## src/rtl/display_ndigit.sv

```systemverilog
// display_ndigit: time-multiplexed N-digit seven-segment driver with tear-free frame shadowing.
// Define SEGDISP_DIM_EN to enable PWM dimming from the captured bright_in level.
module display_ndigit #(
  parameter int unsigned NUM_DIGITS   = 8,
  parameter int unsigned DIGIT_CYCLES = 8192
) (
  input  logic                    clk_in,
  input  logic                    rst_in,
  input  logic [NUM_DIGITS*5-1:0] data_in,
  input  logic                    mode_in,
  input  logic [NUM_DIGITS-1:0]   blank_in,
  input  logic [NUM_DIGITS-1:0]   dp_in,
  input  logic [3:0]              bright_in,
  output logic [6:0]              seg_out,
  output logic                    dp_out,
  output logic [NUM_DIGITS-1:0]   strobe_out,
  output logic                    frame_out
);

  localparam int unsigned SlotW = $clog2(DIGIT_CYCLES);
  localparam int unsigned IdxW  = $clog2(NUM_DIGITS);

  localparam logic [SlotW-1:0] SlotLast = SlotW'(DIGIT_CYCLES - 1);
  localparam logic [IdxW-1:0]  IdxLast  = IdxW'(NUM_DIGITS - 1);
  localparam logic [6:0]       SegDark  = 7'h7F;

  // Hex glyphs, active-low gfedcba.
  function automatic logic [6:0] hex_glyph(input logic [3:0] nib);
    logic [6:0] g;
    g = SegDark;
    unique case (nib)
      4'h0: g = 7'h40;
      4'h1: g = 7'h79;
      4'h2: g = 7'h24;
      4'h3: g = 7'h30;
      4'h4: g = 7'h19;
      4'h5: g = 7'h12;
      4'h6: g = 7'h02;
      4'h7: g = 7'h78;
      4'h8: g = 7'h00;
      4'h9: g = 7'h10;
      4'hA: g = 7'h08;
      4'hB: g = 7'h03;
      4'hC: g = 7'h46;
      4'hD: g = 7'h21;
      4'hE: g = 7'h06;
      4'hF: g = 7'h0E;
    endcase
    return g;
  endfunction

  // Alpha glyphs: code n is the n-th letter; 0 and codes above 26 are blank.
  function automatic logic [6:0] alpha_glyph(input logic [4:0] code);
    logic [6:0] g;
    g = SegDark;
    case (code)
      5'd1:    g = 7'h08; // A
      5'd2:    g = 7'h03; // b
      5'd3:    g = 7'h46; // C
      5'd4:    g = 7'h21; // d
      5'd5:    g = 7'h06; // E
      5'd6:    g = 7'h0E; // F
      5'd7:    g = 7'h42; // G
      5'd8:    g = 7'h09; // H
      5'd9:    g = 7'h79; // I
      5'd10:   g = 7'h61; // J
      5'd11:   g = 7'h0A; // K
      5'd12:   g = 7'h47; // L
      5'd13:   g = 7'h6A; // M
      5'd14:   g = 7'h2B; // n
      5'd15:   g = 7'h40; // O
      5'd16:   g = 7'h0C; // P
      5'd17:   g = 7'h18; // q
      5'd18:   g = 7'h2F; // r
      5'd19:   g = 7'h12; // S
      5'd20:   g = 7'h07; // t
      5'd21:   g = 7'h41; // U
      5'd22:   g = 7'h63; // v
      5'd23:   g = 7'h55; // W
      5'd24:   g = 7'h09; // X
      5'd25:   g = 7'h11; // y
      5'd26:   g = 7'h24; // Z
      default: g = SegDark;
    endcase
    return g;
  endfunction

  // Slot and digit counters
  logic [SlotW-1:0] slot_q, slot_d;
  logic [IdxW-1:0]  idx_q, idx_d;
  logic             slot_wrap;
  logic             frame_wrap;

  assign slot_wrap  = (slot_q == SlotLast);
  assign frame_wrap = slot_wrap && (idx_q == IdxLast);

  always_comb begin
    slot_d = slot_q + SlotW'(1);
    idx_d  = idx_q;
    if (slot_wrap) begin
      idx_d = (idx_q == IdxLast) ? '0 : idx_q + IdxW'(1);
    end
  end

  always_ff @(posedge clk_in or negedge rst_in) begin
    if (!rst_in) begin
      slot_q <= '0;
      idx_q  <= '0;
    end else begin
      slot_q <= slot_d;
      idx_q  <= idx_d;
    end
  end

  // Shadow registers, loaded only at the frame boundary so a frame never tears.
  logic [NUM_DIGITS*5-1:0] data_q;
  logic [NUM_DIGITS-1:0]   blank_q;
  logic [NUM_DIGITS-1:0]   dp_q;
  logic                    mode_q;

  always_ff @(posedge clk_in or negedge rst_in) begin
    if (!rst_in) begin
      data_q  <= '0;
      blank_q <= '1;
      dp_q    <= '0;
      mode_q  <= 1'b0;
    end else if (frame_wrap) begin
      data_q  <= data_in;
      blank_q <= blank_in;
      dp_q    <= dp_in;
      mode_q  <= mode_in;
    end
  end

  logic pwm_on;

`ifdef SEGDISP_DIM_EN
  logic [3:0] bright_q;

  always_ff @(posedge clk_in or negedge rst_in) begin
    if (!rst_in) begin
      bright_q <= 4'hF;
    end else if (frame_wrap) begin
      bright_q <= bright_in;
    end
  end

  assign pwm_on = (slot_q[SlotW-1 -: 4] <= bright_q);
`else
  logic unused_bright;
  assign unused_bright = ^bright_in;
  assign pwm_on        = 1'b1;
`endif

  // Per-digit views; digit 0 lives in the most significant field of each vector.
  logic [4:0] code_arr  [NUM_DIGITS];
  logic       blank_arr [NUM_DIGITS];
  logic       dp_arr    [NUM_DIGITS];

  for (genvar i = 0; i < NUM_DIGITS; i++) begin : g_digit
    assign code_arr[i]  = data_q[(NUM_DIGITS-1-i)*5 +: 5];
    assign blank_arr[i] = blank_q[NUM_DIGITS-1-i];
    assign dp_arr[i]    = dp_q[NUM_DIGITS-1-i];
  end

  logic [4:0]            cur_code;
  logic [6:0]            cur_glyph;
  logic                  lit;
  logic [6:0]            seg_d;
  logic                  dp_d;
  logic [NUM_DIGITS-1:0] strobe_d;

  assign cur_code  = code_arr[idx_q];
  assign cur_glyph = mode_q ? alpha_glyph(cur_code) : hex_glyph(cur_code[3:0]);

  // A blank glyph leaves the digit fully dark; the last slot clock is a ghosting guard.
  assign lit = !blank_arr[idx_q] && pwm_on && !slot_wrap && (cur_glyph != SegDark);

  always_comb begin
    seg_d    = SegDark;
    dp_d     = 1'b1;
    strobe_d = '1;
    if (lit) begin
      seg_d                    = cur_glyph;
      dp_d                     = !dp_arr[idx_q];
      strobe_d[IdxLast - idx_q] = 1'b0;
    end
  end

  logic [6:0]            seg_q;
  logic                  dp_out_q;
  logic [NUM_DIGITS-1:0] strobe_q;
  logic                  frame_q;

  always_ff @(posedge clk_in or negedge rst_in) begin
    if (!rst_in) begin
      seg_q    <= SegDark;
      dp_out_q <= 1'b1;
      strobe_q <= '1;
      frame_q  <= 1'b0;
    end else begin
      seg_q    <= seg_d;
      dp_out_q <= dp_d;
      strobe_q <= strobe_d;
      frame_q  <= frame_wrap;
    end
  end

  assign seg_out    = seg_q;
  assign dp_out     = dp_out_q;
  assign strobe_out = strobe_q;
  assign frame_out  = frame_q;

endmodule

```

## config.mk

```make
export PLATFORM = sky130hd
export DESIGN_NAME = display_ndigit
export DESIGN_NICKNAME = d
export VERILOG_FILES = /design/src/rtl/display_ndigit.sv
export SDC_FILE = /design/constraint.sdc
export NUM_CORES = 1
export LEC_CHECK = 0
export ABC_AREA = 1
export ABC_CLOCK_PERIOD_IN_PS = 3000
export CAP_MARGIN = 20
export CORE_UTILIZATION = 46
export DETAILED_ROUTE_END_ITERATION = 12
export PLACE_DENSITY = 0.7
export SLEW_MARGIN = 0
export SYNTH_ARGS = -nofsm -noshare
export SYNTH_HDL_FRONTEND = slang
export SYNTH_SLANG_ARGS = --single-unit
```

## constraint.sdc

```tcl
create_clock -name clk_in -period 3 [get_ports clk_in]
set_input_delay 0.6 -clock clk_in [delete_from_list [all_inputs] [get_ports clk_in]]
set_output_delay 0.6 -clock clk_in [all_outputs]
set_load 0.02 [all_outputs]
```

==> metrics.md, run 1 <==
| Metric | Value |
|---|---|
| Ant diodes | 0 |
| Post-synthesis sequential area ratio | 0.4684 |
| Fillers | 967 |
| Seq cells post-synth | 90 |
| Crit path arrival time | 3030 ps |
| Slew Limit Fails | 0 |
| Total wire length | 10660 um |
| CP Data Required Time | approximately 3300 ps |
| CTS Buf Count | 9 |
| Total power | 2150 uW |
| NumNets Final | 756 |
| Post-Syn Nets | 679 |
| Bufs on Longest Clock Path | 2 |
| Die Area | 11010 um2 |
| Rel. slew slack | 0.6361 |
| Multi-input logic area | 2260 um2 |
| Final Hold Viols | 0 |
| Hold WC Path Type | in2async |
| Worst setup EP type | flop |
| Worst Setup SP | idx_q[0]$_DFFE_PN0P_ |
| Setup TNS | 0 ps |
| Residual DRC | 0 |
| Clk sink count | 90 |
| WS Path Type | reg2reg |
| Startpoint Class | flop |
| Reg2reg path depth | 18 |
| RR Startpoint | idx_q[0]$_DFFE_PN0P_ |
| Max Cap Viol | 0 |
| Fin crit period | 2721 ps |
| Antenna violations before repair | 0 |
| Max Clk Rate | 367.6 MHz |
| Worst path most repeated cell | nand2_1 |
| Fin crit share | 0.9069 |
| Synthesis warning total | 0 |
| RSZ-0062 raised after global routing | false |
| Post-CTS resize count | 0 |
| Primary FF master, synth | dfrtp_1 |
| CTS tree | done |
| Slowest CP cell | dfrtp_1 |
| Count of input and output buffers | 75 |
| Crit-path cells | buf_12 > or2_1 > nand3_1 > nand2_1 > nor2_4 > inv_1 > ha_1 > inv_1 > nor2_1 > nand2_1 > nand3_1 > nand2_1 > inv_1 > nand2_1 > nand2_1 > nor2_4 > nand3_4 > nand3_2 |
| Skew final | 16.36 ps |
| Crit Reg-Reg Endpoint | strobe_out[1]$_DFF_PN1_ |
| Cells after synthesis | roughly 600 |
| Starting Density | 0.4741 |
| Die Y-Extent | around 100 um |
| Share of cells above drive strength 1 | 0.1674 |
| Number of setup buffers added after CTS | 0 |
| Overflow after GRT | 0 |
| Leak | 0.002844 uW |
| Clk pin slew, worst setup/hold paths | 100 ps |
| Crit-path max cell delay | between 400 and 500 ps |
| First-pass GRT wire length | 18120 um |
| Hold-fix buffers, CTS | 0 |
| Final setup viols | 0 |
| Maximum fanout along the worst path | 20 |
| Detail Route Antenna Nets | 0 |
| Area leader, netlist | dfrtp_1 |
| Detailed-placement wirelength estimate | 7687 um |
| Asr flop ratio synth | 1.000 |
| Worst Tran Pin Value | 545.8 ps |
| Clock Tree Root | clkbuf_8 |
| GRT Util Overall | 0.2059 |
| Core area | 10280 um2 |
| DRT iter0 DRCs | 219 |
| Via Count | 3999 |
| Seq. cell area | 2285 um2 |
| Syn_area_per_cell | 8.053 um2 |
| Largest net degree at the start of global routing | 84 |
| Number of global-route vias before repair | 3942 |
| Worst reg2reg setup slack | roughly 280 ps |
| First drt pass iteration count | 4 |
| Drt wl/cell | 12.96 um |
| Area Overhead vs Synth | 23.55% |
| Rows | 37 |
| Top cell type's share of synthesized area | 0.3390 |
| Die width | 104.9 um |
| Netlist Area Pre-Place | between 4000 and 5000 um2 |
| Yosys cell types | 40 |
| Worst-Skew Late Latency | roughly 380 ps |
| RePlAce Congestion | 0.8593 |
| Io pins | 80 |
| Maximum VDD drop | slightly below 0.2 mV |
| Area contributors post-synth | dfrtp_1, nand2_1, dfstp_2 |
| Status | finished, final reports clean |
| Number of synthesized flops with an enable pin | 0 |
| DR vias/cell | 4.859 |
| Htree depth | 3 |
| Power per cell area | roughly 360 nW/um2 |
| Most frequent cell after synthesis | nand2_1 |
| Top cells by instance count after synthesis | nand2_1, dfrtp_1, inv_1 |
-- metrics by stage --
step	utilization	setup slack, ps	instance area (um2)	hold slack, ps	std cells
CTS	0.5782	131.4	5942	441.9	821
detailed placement	0.5587	156.4	5742	447.6	805
floorplan	-	459.0	4872	304.4	605
global route	0.5857	63.16	6020	235.5	823
finish	0.5857	279.4	6020	189.7	823
global placement	0.5587	234.9	5742	436.7	805
-- cell type report --
class	count	share of cell area
clock inverters	5	0.007899
inverters	51	0.03222
multi-input cells	440	0.3754
repair buffers	90	0.1513
flip-flops and latches	90	0.3795
clock buffers	11	0.02536
well taps	136	0.02827
-- per-layer routing --
layer  vias to the layer above  global-route usage  routed length, um
met4                         0             0.07143                142
met2                        79              0.3359               4952
met5                         -                   0                  0
li1                       2035                   -                  -
met3                        11             0.03306                404
met1                      1874              0.2785               5164
-- logic make-up after synthesis --
logic type      share of synthesized area
fa+ha+maj                         0.02825
flops                              0.4684
compound gates                    0.05367
buf+inv                           0.07961
simple gates                       0.3503
xor+xnor                          0.01977
-- sequential cells by signal (all words and copies together) (netlist names) --
name,cells
code_arr,40
slot_q,13
blank_arr,8
dp_arr,8
strobe_out,8
seg_out,7
idx_q,3
dp_out,1
frame_out,1
mode_q,1
-- critical path, delay by kind of cell (launching register included) --
kind | cells | cell delay, ps
buffers and inverters | 4 | 510
flip-flops | 1 | 460
adder cells (fa/ha/maj) | 1 | 270
AND/OR/NAND/NOR | 13 | 1410
-- cell usage in the layout (no fill, tap or decap), types with 3 or more instances in the layout --
| cell type | instances |
|---|---|
| clkbuf_8 | 9 |
| inv_1 | 42 |
| nand2_2 | 7 |
| dfrtp_1 | 64 |
| nor3_2 | 3 |
| nand3_2 | 16 |
| o211ai_1 | 4 |
| nor2_4 | 7 |
| buf_12 | 4 |
| a21oi_1 | 6 |
| xor2_1 | 10 |
| nand3_1 | 33 |
| nor2_1 | 26 |
| nand2_4 | 4 |
| nor2_2 | 5 |
| clkdlybuf4s50_1 | 74 |
| ha_1 | 10 |
| inv_2 | 8 |
| dfstp_2 | 24 |
| o21ai_1 | 11 |
| nand2_1 | 261 |
| o21ai_0 | 15 |
| buf_4 | 12 |
| nor3_1 | 3 |
-- how the worst max path moves through the flow --
stage | to | slack (ps) | cells past startpoint
after global placement | seg_out[6]$_DFF_PN1_ | 230 | 18
after global routing | seg_out[0]$_DFF_PN1_ | 60 | 18
after detailed placement | dp_out$_DFF_PN1_ | 160 | 18
after floorplan | seg_out[3]$_DFF_PN1_ | 460 | 19
after CTS | dp_out$_DFF_PN1_ | 130 | 18
final | strobe_out[1]$_DFF_PN1_ | 280 | 18
-- power breakdown --
group	leakage (uW)	switching, uW	internal, uW
sequential	0.000901	0	1210
combinational	0.00184	34.1	69.2
clock	0.0000984	469	364
total	0.00284	503	1650
(Power assumes the default switching activity.)
==> run 2: changes to the inputs <==
--- a/config.mk
+++ b/config.mk
@@ -8,9 +8,11 @@
 export ABC_AREA = 1
 export ABC_CLOCK_PERIOD_IN_PS = 3000
 export CAP_MARGIN = 20
+export CORE_ASPECT_RATIO = 1.2
 export CORE_UTILIZATION = 46
 export DETAILED_ROUTE_END_ITERATION = 12
 export PLACE_DENSITY = 0.7
+export SKIP_LAST_GASP = 1
 export SLEW_MARGIN = 0
 export SYNTH_ARGS = -nofsm -noshare
 export SYNTH_HDL_FRONTEND = slang
==> run 2 against run 1 <==
Design area fell by 0.42%. Critical path depth did not move. Register-to-register slack got worse by 50 ps. Sequential cell count did not move. Cell count fell by 1.7%. Critical endpoint is now strobe_out[7]$_DFF_PN1_. Largest cell class unchanged. Largest power group unchanged.
==> metrics.md, run 2 (same netlist as run 1, synthesis figures left out) <==
| Metric | Value |
|---|---|
| Detail Route Antenna Nets | 0 (unchanged) |
| Pre-CTS setup slack | 178.9 ps (was 156.4 ps) |
| Gate power share | 0.042 (was 0.048) |
| Die Y-Extent | 114.7 um (was 104.9 um) |
| Clock Tree Root | clkbuf_16 (was clkbuf_8) |
| Clk sink count | 90 (unchanged) |
| Worst setup EP type | flop (unchanged) |
| NumNets Final | 752 (was 756) |
| Crit path arrival time | 3040 ps (was 3030 ps) |
| Max reg flops | 40 (unchanged) |
| Rows | 40 (was 37) |
| Drt wl/cell | 13.36 um (was 12.96 um) |
| DR vias/cell | 5.015 (was 4.859) |
| Via Count | 4057 (was 3999) |
| Number of global-route vias before repair | 3915 (was 3942) |
| Core area | 10160 um2 (was 10280 um2) |
| Max Clk Rate | 360.7 MHz (was 367.6 MHz) |
| Antenna violations before repair | 0 (unchanged) |
| Detailed-placement wirelength estimate | 7942 um (was 7687 um) |
| Bufs on Longest Clock Path | 2 (unchanged) |
| Final non-filler cell total | 809 (was 823) |
| Switch share | 0.2138 (was 0.2341) |
| Fin crit share | 0.9241 (was 0.9069) |
| Residual DRC | 0 (unchanged) |
| Clk pin slew, worst setup/hold paths | 60 ps (was 100 ps) |
| CTS Buf Count | 9 (unchanged) |
| Area Overhead vs Synth | 23.04% (was 23.55%) |
| First-pass GRT wire length | 18130 um (was 18120 um) |
| WS Path Type | reg2reg (unchanged) |
| Leak | 0.002841 uW (was 0.002844 uW) |
| Status | finished, final reports clean (unchanged) |
| Clock power frac | 0.447 (was 0.387) |
| Highest-count cells in the layout ignoring fill and taps | nand2_1, clkdlybuf4s50_1, dfrtp_1 (unchanged) |
| Sw power | 508.6 uW (was 503.5 uW) |
| RePlAce Congestion | 0.8599 (was 0.8593) |
| Worst-Skew Late Latency | 340 ps (was 380 ps) |
| Count of input and output buffers | 75 (unchanged) |
| Maximum VDD drop | 0.3273 mV (was 0.1942 mV) |
| GRT Util Overall | 0.2157 (was 0.2059) |
| Core Util, Final | 0.5900 (was 0.5857) |
| Share of cells above drive strength 1 | 0.1567 (was 0.1674) |
| P_int | 1870 uW (was 1647 uW) |
| Power per cell area | 396.8 nW/um2 (was 357.2 nW/um2) |
| Overflow after GRT | 0 (unchanged) |
| CTS tree | done (unchanged) |
| Startpoint Class | flop (unchanged) |
| Maximum fanout along the worst path | 16 (was 20) |
| CP Data Required Time | 3270 ps (was 3310 ps) |
| Hold WC Path Type | in2async (unchanged) |
| Fillers | 919 (was 967) |
| Htree depth | 3 (unchanged) |
| Post-CTS resize count | 0 (unchanged) |
| Hold-fix buffers, CTS | 0 (unchanged) |
| Total wire length | 10810 um (was 10660 um) |
| Fin crit period | 2772 ps (was 2721 ps) |
| RSZ-0062 raised after global routing | true (was false) |
| Worst setup margin | 227.8 ps (was 279.4 ps) |
| Largest net degree at the start of global routing | 49 (was 84) |
| First drt pass iteration count | 4 (unchanged) |
| Most common cell after layout, fill and taps aside | nand2_1 (unchanged) |
| Min Hold Slack | 255.5 ps (was 189.7 ps) |
| Io pins | 80 (unchanged) |
| Max Cap Viol | 0 (unchanged) |
| Number of setup buffers added after CTS | 0 (unchanged) |
| Skew final | 6.777 ps (was 16.36 ps) |
| Slew Limit Fails | 0 (unchanged) |
| Inst Count DP | 793 (was 805) |
| Part of the power in registers | 0.511 (was 0.564) |
| Final setup viols | 0 (unchanged) |
| Starting Density | 0.4796 (was 0.4741) |
| DRT iter0 DRCs | 158 (was 219) |
| Die Area | 11010 um2 (about the same) |
| Setup TNS | 0 ps (unchanged) |
| Rel. slew slack | 0.3063 (was 0.6361) |
| Final Hold Viols | 0 (unchanged) |
| Ant diodes | 0 (unchanged) |
| Worst Tran Pin Value | 1036 ps (was 545.8 ps) |
| Die width | 95.95 um (was 104.9 um) |
==> run 2: cell types whose count changed in the layout (fill, tap and decap cells not counted), moves of 2 or more <==
cell | previous run | this run
buf_4 | 12 | 10
nor2_2 | 5 | 7
clkbuf_16 | 1 | 9
clkbuf_8 | 9 | 1
nor2_4 | 7 | 4
buf_12 | 4 | 2
==> run 2: per-stage QoR <==
step	instance area [um2]	power, uW
global placement	5702	1338
floorplan	4872	1237
finish	5995	2379
CTS	5982	2405
detailed placement	5702	1340
global route	5995	2460
==> run 2: layout make-up <==
type,instances,area [um2],share of cell area
Clock buffer,11,242.7,0.04049
Tap cell,126,157.7,0.02630
Clock inverter,5,37.54,0.006262
Timing Repair Buffer,87,867.1,0.1446
Inverter,51,193.9,0.03235
Sequential cell,90,2283,0.3809
Multi-Input combinational cell,439,2212,0.3690
==> run 2: power groups by stage <==
| stage | clock network [uW] | registers, uW | logic (uW) |
|---|---|---|---|
| floorplan | 0 | 1240 | 0.000915 |
| global placement | 0 | 1240 | 101 |
| detailed placement | 0 | 1240 | 103 |
| CTS | 1090 | 1210 | 104 |
| global route | 1130 | 1210 | 112 |
| finish | 1060 | 1210 | 101 |
==> run 2: path summary, 6_finish.rpt <==
kind | cells after the start | from | slack, ps | to
max reg2reg | 18 | idx_q[2]$_DFFE_PN0P_ | 230 | strobe_out[7]$_DFF_PN1_
min in group clk_in | 1 | slot_q[0]$_DFF_PN0_ | 450 | slot_q[0]$_DFF_PN0_
max in group asynchronous | 2 | rst_in | 2050 | blank_arr[1]$_DFFE_PN1P_
min reg2reg | 1 | slot_q[0]$_DFF_PN0_ | 450 | slot_q[0]$_DFF_PN0_
max | 18 | idx_q[2]$_DFFE_PN0P_ | 230 | strobe_out[7]$_DFF_PN1_
min | 1 | rst_in | 260 | code_arr[6]$_DFFE_PN0P_
==> run 2: routing by layer <==
layer,GRT usage,part of all wire,wire length [um]
met1,0.2791,0.44,4787
met2,0.3543,0.49,5320
met3,0.03439,0.036,392
met4,0.09851,0.029,312
met5,0,0,0
==> run 2: worst max-delay path: stages, from the launching register on <==
cell and delay [ps]:
dfrtp_1 440, buf_4 180, nand2_1 90, inv_2 90, nand3_1 100, nand2_1 80
nor2_2 140, inv_1 100, ha_1 370, inv_1 80, nand2_1 90, nand2_1 50
nand2_1 50, nand3_1 70, nand3_1 110, nand2_1 110, nor2_2 160, nand3_4 220
nand3_1 160
==> run 3: changes to the inputs <==
--- a/config.mk
+++ b/config.mk
@@ -11,6 +11,7 @@
 export CORE_ASPECT_RATIO = 1.2
 export CORE_UTILIZATION = 46
 export DETAILED_ROUTE_END_ITERATION = 12
+export GPL_TIMING_DRIVEN = 0
 export PLACE_DENSITY = 0.7
 export SKIP_LAST_GASP = 1
 export SLEW_MARGIN = 0
==> run 3 against run 2 <==
Highest routed layer unchanged. Routed wire length rose by 9.4%. First-iteration DRC count rose by 43%. Fmax fell by 1.1%. Largest power group unchanged. Sequential cell count did not move. Cell count rose by 1.9%. Register-to-register slack got worse by 30 ps. Die area did not move. Combinational power rose by 4%. Global-route usage rose by 2.3 points. Hold slack got worse by 140 ps. Via count rose by 3.0%. Largest cell class unchanged. Critical path depth did not move. Critical path type unchanged.
==> metrics.md, run 3 (same netlist as run 1, synthesis figures left out) <==
| Metric | Value |
|---|---|
| Worst Path Buf+Inv | 6 (was 4) |
| Clk pin slew, worst setup/hold paths | 60 ps (about the same) |
| GRT Util Overall | 0.2388 (was 0.2157) |
| Overflow after GRT | 0 (unchanged) |
| Status | finished, final reports clean (unchanged) |
| Clock Tree Root | clkbuf_16 (unchanged) |
| Die Y-Extent | 114.7 um (unchanged) |
| Largest net degree at the start of global routing | 76 (was 49) |
| Via Count | 4180 (was 4057) |
| Antenna violations before repair | 0 (unchanged) |
| NumNets Final | 767 (was 752) |
| Die width | 95.95 um (unchanged) |
| Share of cells above drive strength 1 | 0.1719 (was 0.1567) |
| Max reg flops | 40 (unchanged) |
| RePlAce Congestion | 0.8894 (was 0.8599) |
| Io pins | 80 (unchanged) |
| Max layer used | met4 (unchanged) |
| Maximum VDD drop | 0.2706 mV (was 0.3273 mV) |
| Rows | 40 (unchanged) |
| Final Hold Viols | 0 (unchanged) |
| Metal-1 WL | 5042 um (was 4787 um) |
| Slowest CP cell | dfrtp_1 (unchanged) |
| Highest-count cells in the layout ignoring fill and taps | nand2_1, clkdlybuf4s50_1, dfrtp_1 (unchanged) |
| Worst Setup SP | idx_q[0]$_DFFE_PN0P_ (was idx_q[2]$_DFFE_PN0P_) |
| DR vias/cell | 5.073 (was 5.015) |
| Htree depth | 3 (unchanged) |
| Drt wl/cell | 14.35 um (was 13.36 um) |
| Switch share | 0.2039 (was 0.2138) |
| Number of global-route vias before repair | 4192 (was 3915) |
| Power per cell area | 384.5 nW/um2 (was 396.8 nW/um2) |
| Clock power frac | 0.438 (was 0.447) |
| Fin crit period | 2802 ps (was 2772 ps) |
| WS Path Type | reg2reg (unchanged) |
| Part of the power in registers | 0.517 (was 0.511) |
| First drt pass iteration count | 5 (was 4) |
| Rel. slew slack | 0.6540 (was 0.3063) |
| Count of input and output buffers | 75 (unchanged) |
| First-pass GRT wire length | 19840 um (was 18130 um) |
| Worst path most repeated cell | nand2_1 (unchanged) |
| Crit path arrival time | 3080 ps (was 3040 ps) |
| CP Data Required Time | 3280 ps (was 3270 ps) |
| Detail Route Antenna Nets | 0 (unchanged) |
| DRT iter0 DRCs | 226 (was 158) |
| CTS tree | done (unchanged) |
| Worst-Skew Late Latency | 340 ps (about the same) |
| CP delay by family, top | simple AND/OR/NAND/NOR gates (unchanged) |
| Starting Density | 0.4796 (unchanged) |
| Met2 wire length | 5922 um (was 5320 um) |
| Crit-path cells | inv_2 > buf_6 > buf_6 > nand2_1 > nand3_1 > nand2_1 > nor2_4 > buf_4 > ha_1 > inv_1 > o21ai_1 > a21oi_1 > nor2_2 > nand2_1 > nor2_2 > nand3_4 > buf_12 > nand3_2 (was buf_4 > nand2_1 > inv_2 > nand3_1 > nand2_1 > nor2_2 > inv_1 > ha_1 > inv_1 > nand2_1 > nand2_1 > nand2_1 > nand3_1 > nand3_1 > nand2_1 > nor2_2 > nand3_4 > nand3_1) |
| Residual DRC | 0 (unchanged) |
| RR Startpoint | idx_q[0]$_DFFE_PN0P_ (was idx_q[2]$_DFFE_PN0P_) |
| Wire length on met3 | 503 um (was 392 um) |
| Inst Count DP | 807 (was 793) |
| Total wire length | 11830 um (was 10810 um) |
| Sw power | 479.2 uW (was 508.6 uW) |
| Max Cap Viol | 0 (unchanged) |
| Bufs on Longest Clock Path | 2 (unchanged) |
| Hold-fix buffers, CTS | 0 (unchanged) |
| Max Clk Rate | 356.9 MHz (was 360.7 MHz) |
| Most common cell after layout, fill and taps aside | nand2_1 (unchanged) |
| Worst Tran Pin Value | 515.0 ps (was 1036 ps) |
| Maximum fanout along the worst path | 10 (was 16) |
| Slew Limit Fails | 0 (unchanged) |
| Ant diodes | 0 (unchanged) |
| Total power | 2350 uW (was 2379 uW) |
| RSZ-0062 raised after global routing | false (was true) |
| Detailed-placement wirelength estimate | 9039 um (was 7942 um) |
| CTS Buf Count | 9 (unchanged) |
| Die Area | 11010 um2 (unchanged) |
| Skew final | 11.13 ps (was 6.777 ps) |
| Final setup viols | 0 (unchanged) |
| Final non-filler cell total | 824 (was 809) |
| Startpoint Class | flop (unchanged) |
| Fin crit share | 0.9339 (was 0.9241) |
| Hold WC Path Type | in2async (unchanged) |
| Area Overhead vs Synth | 25.45% (was 23.04%) |
| Worst setup EP type | flop (unchanged) |
| Core area | 10160 um2 (unchanged) |
| Gate power share | 0.045 (was 0.042) |
| Crit-path max cell delay | 410 ps (was 440 ps) |
| P_int | 1871 uW (was 1870 uW) |
| Leak | 0.002904 uW (was 0.002841 uW) |
| Clk sink count | 90 (unchanged) |
run 3: changes by cell type in the layout (fill, tap and decap cells not counted), moves of 3 or more:
cell,delta
inv_2,+3
buf_6,+5
clkbuf_1,+8
buf_2,+6
run 3: power groups by stage:
stage	clock network, uW	registers, uW	logic, uW
after floorplan	0	1240	0.000915
after global placement	0	1240	101
after detailed placement	0	1240	107
after CTS	1050	1220	107
after global routing	1100	1210	115
final	1030	1220	105
run 3: final timing paths:
path                                                 end  slack [ps]  depth (start not counted)
worst max-delay path                seg_out[5]$_DFF_PN1_         200                         18
worst min-delay path             code_arr[1]$_DFFE_PN0P_         120                          1
worst max register to register      seg_out[5]$_DFF_PN1_         200                         18
worst min register to register       slot_q[0]$_DFF_PN0_         460                          1
max in group asynchronous       blank_arr[1]$_DFFE_PN1P_        2190                          2
min in group clk_in                  slot_q[0]$_DFF_PN0_         460                          1
run 3: layer usage:
layer  vias to the layer above  track usage
met5                         -            0
met4                         0       0.1015
met3                        27      0.04233
met2                       114       0.4048
met1                      1974       0.2980
li1                       2065            -
run 3: worst reg2reg max path, cell delays in order, from the launching register on:
cell     delay [ps]
dfrtp_1         410
inv_2           120
buf_6           160
buf_6           150
nand2_1          60
nand3_1         100
nand2_1         110
nor2_4          130
buf_4           170
ha_1            220
inv_1            80
o21ai_1         180
a21oi_1         100
nor2_2          170
nand2_1          80
nor2_2          130
nand3_4         130
buf_12          180
nand3_2          60
run 3: what timing repair did:
| action | CTS | global route |
|---|---|---|
| endpoints found under the setup margin | 16 | 16 |
| setup buffers | 1 | 0 |
| pin swaps | 1 | 0 |
| cloned | 0 | 0 |
| resized for setup | 1 | 8 |
run 3: through the flow:
step	hold WS (ps)	cell area [um2]	worst slack (ps)	setup TNS, ps	util
after floorplan	304.4	4872	459.0	0	-
after global routing	126.3	6112	8.879	0	0.6016
final	118.6	6112	198.2	0	0.6016
after global placement	438.3	5781	-1808	-138750	0.5690
after detailed placement	454.9	5806	-140.8	-1338	0.5714
after CTS	119.8	6086	39.76	0	0.5990
run 3: area by class of cell:
class | count | area [um2]
Buffer | 25 | 196.4
Clock buffer | 14 | 254.0
Clock inverter | 2 | 13.76
Fill cell | 956 | 4048
Inverter | 51 | 191.4
Multi-Input combinational cell | 439 | 2233
Sequential cell | 90 | 2282
Tap cell | 126 | 157.7
Timing Repair Buffer | 77 | 783.3
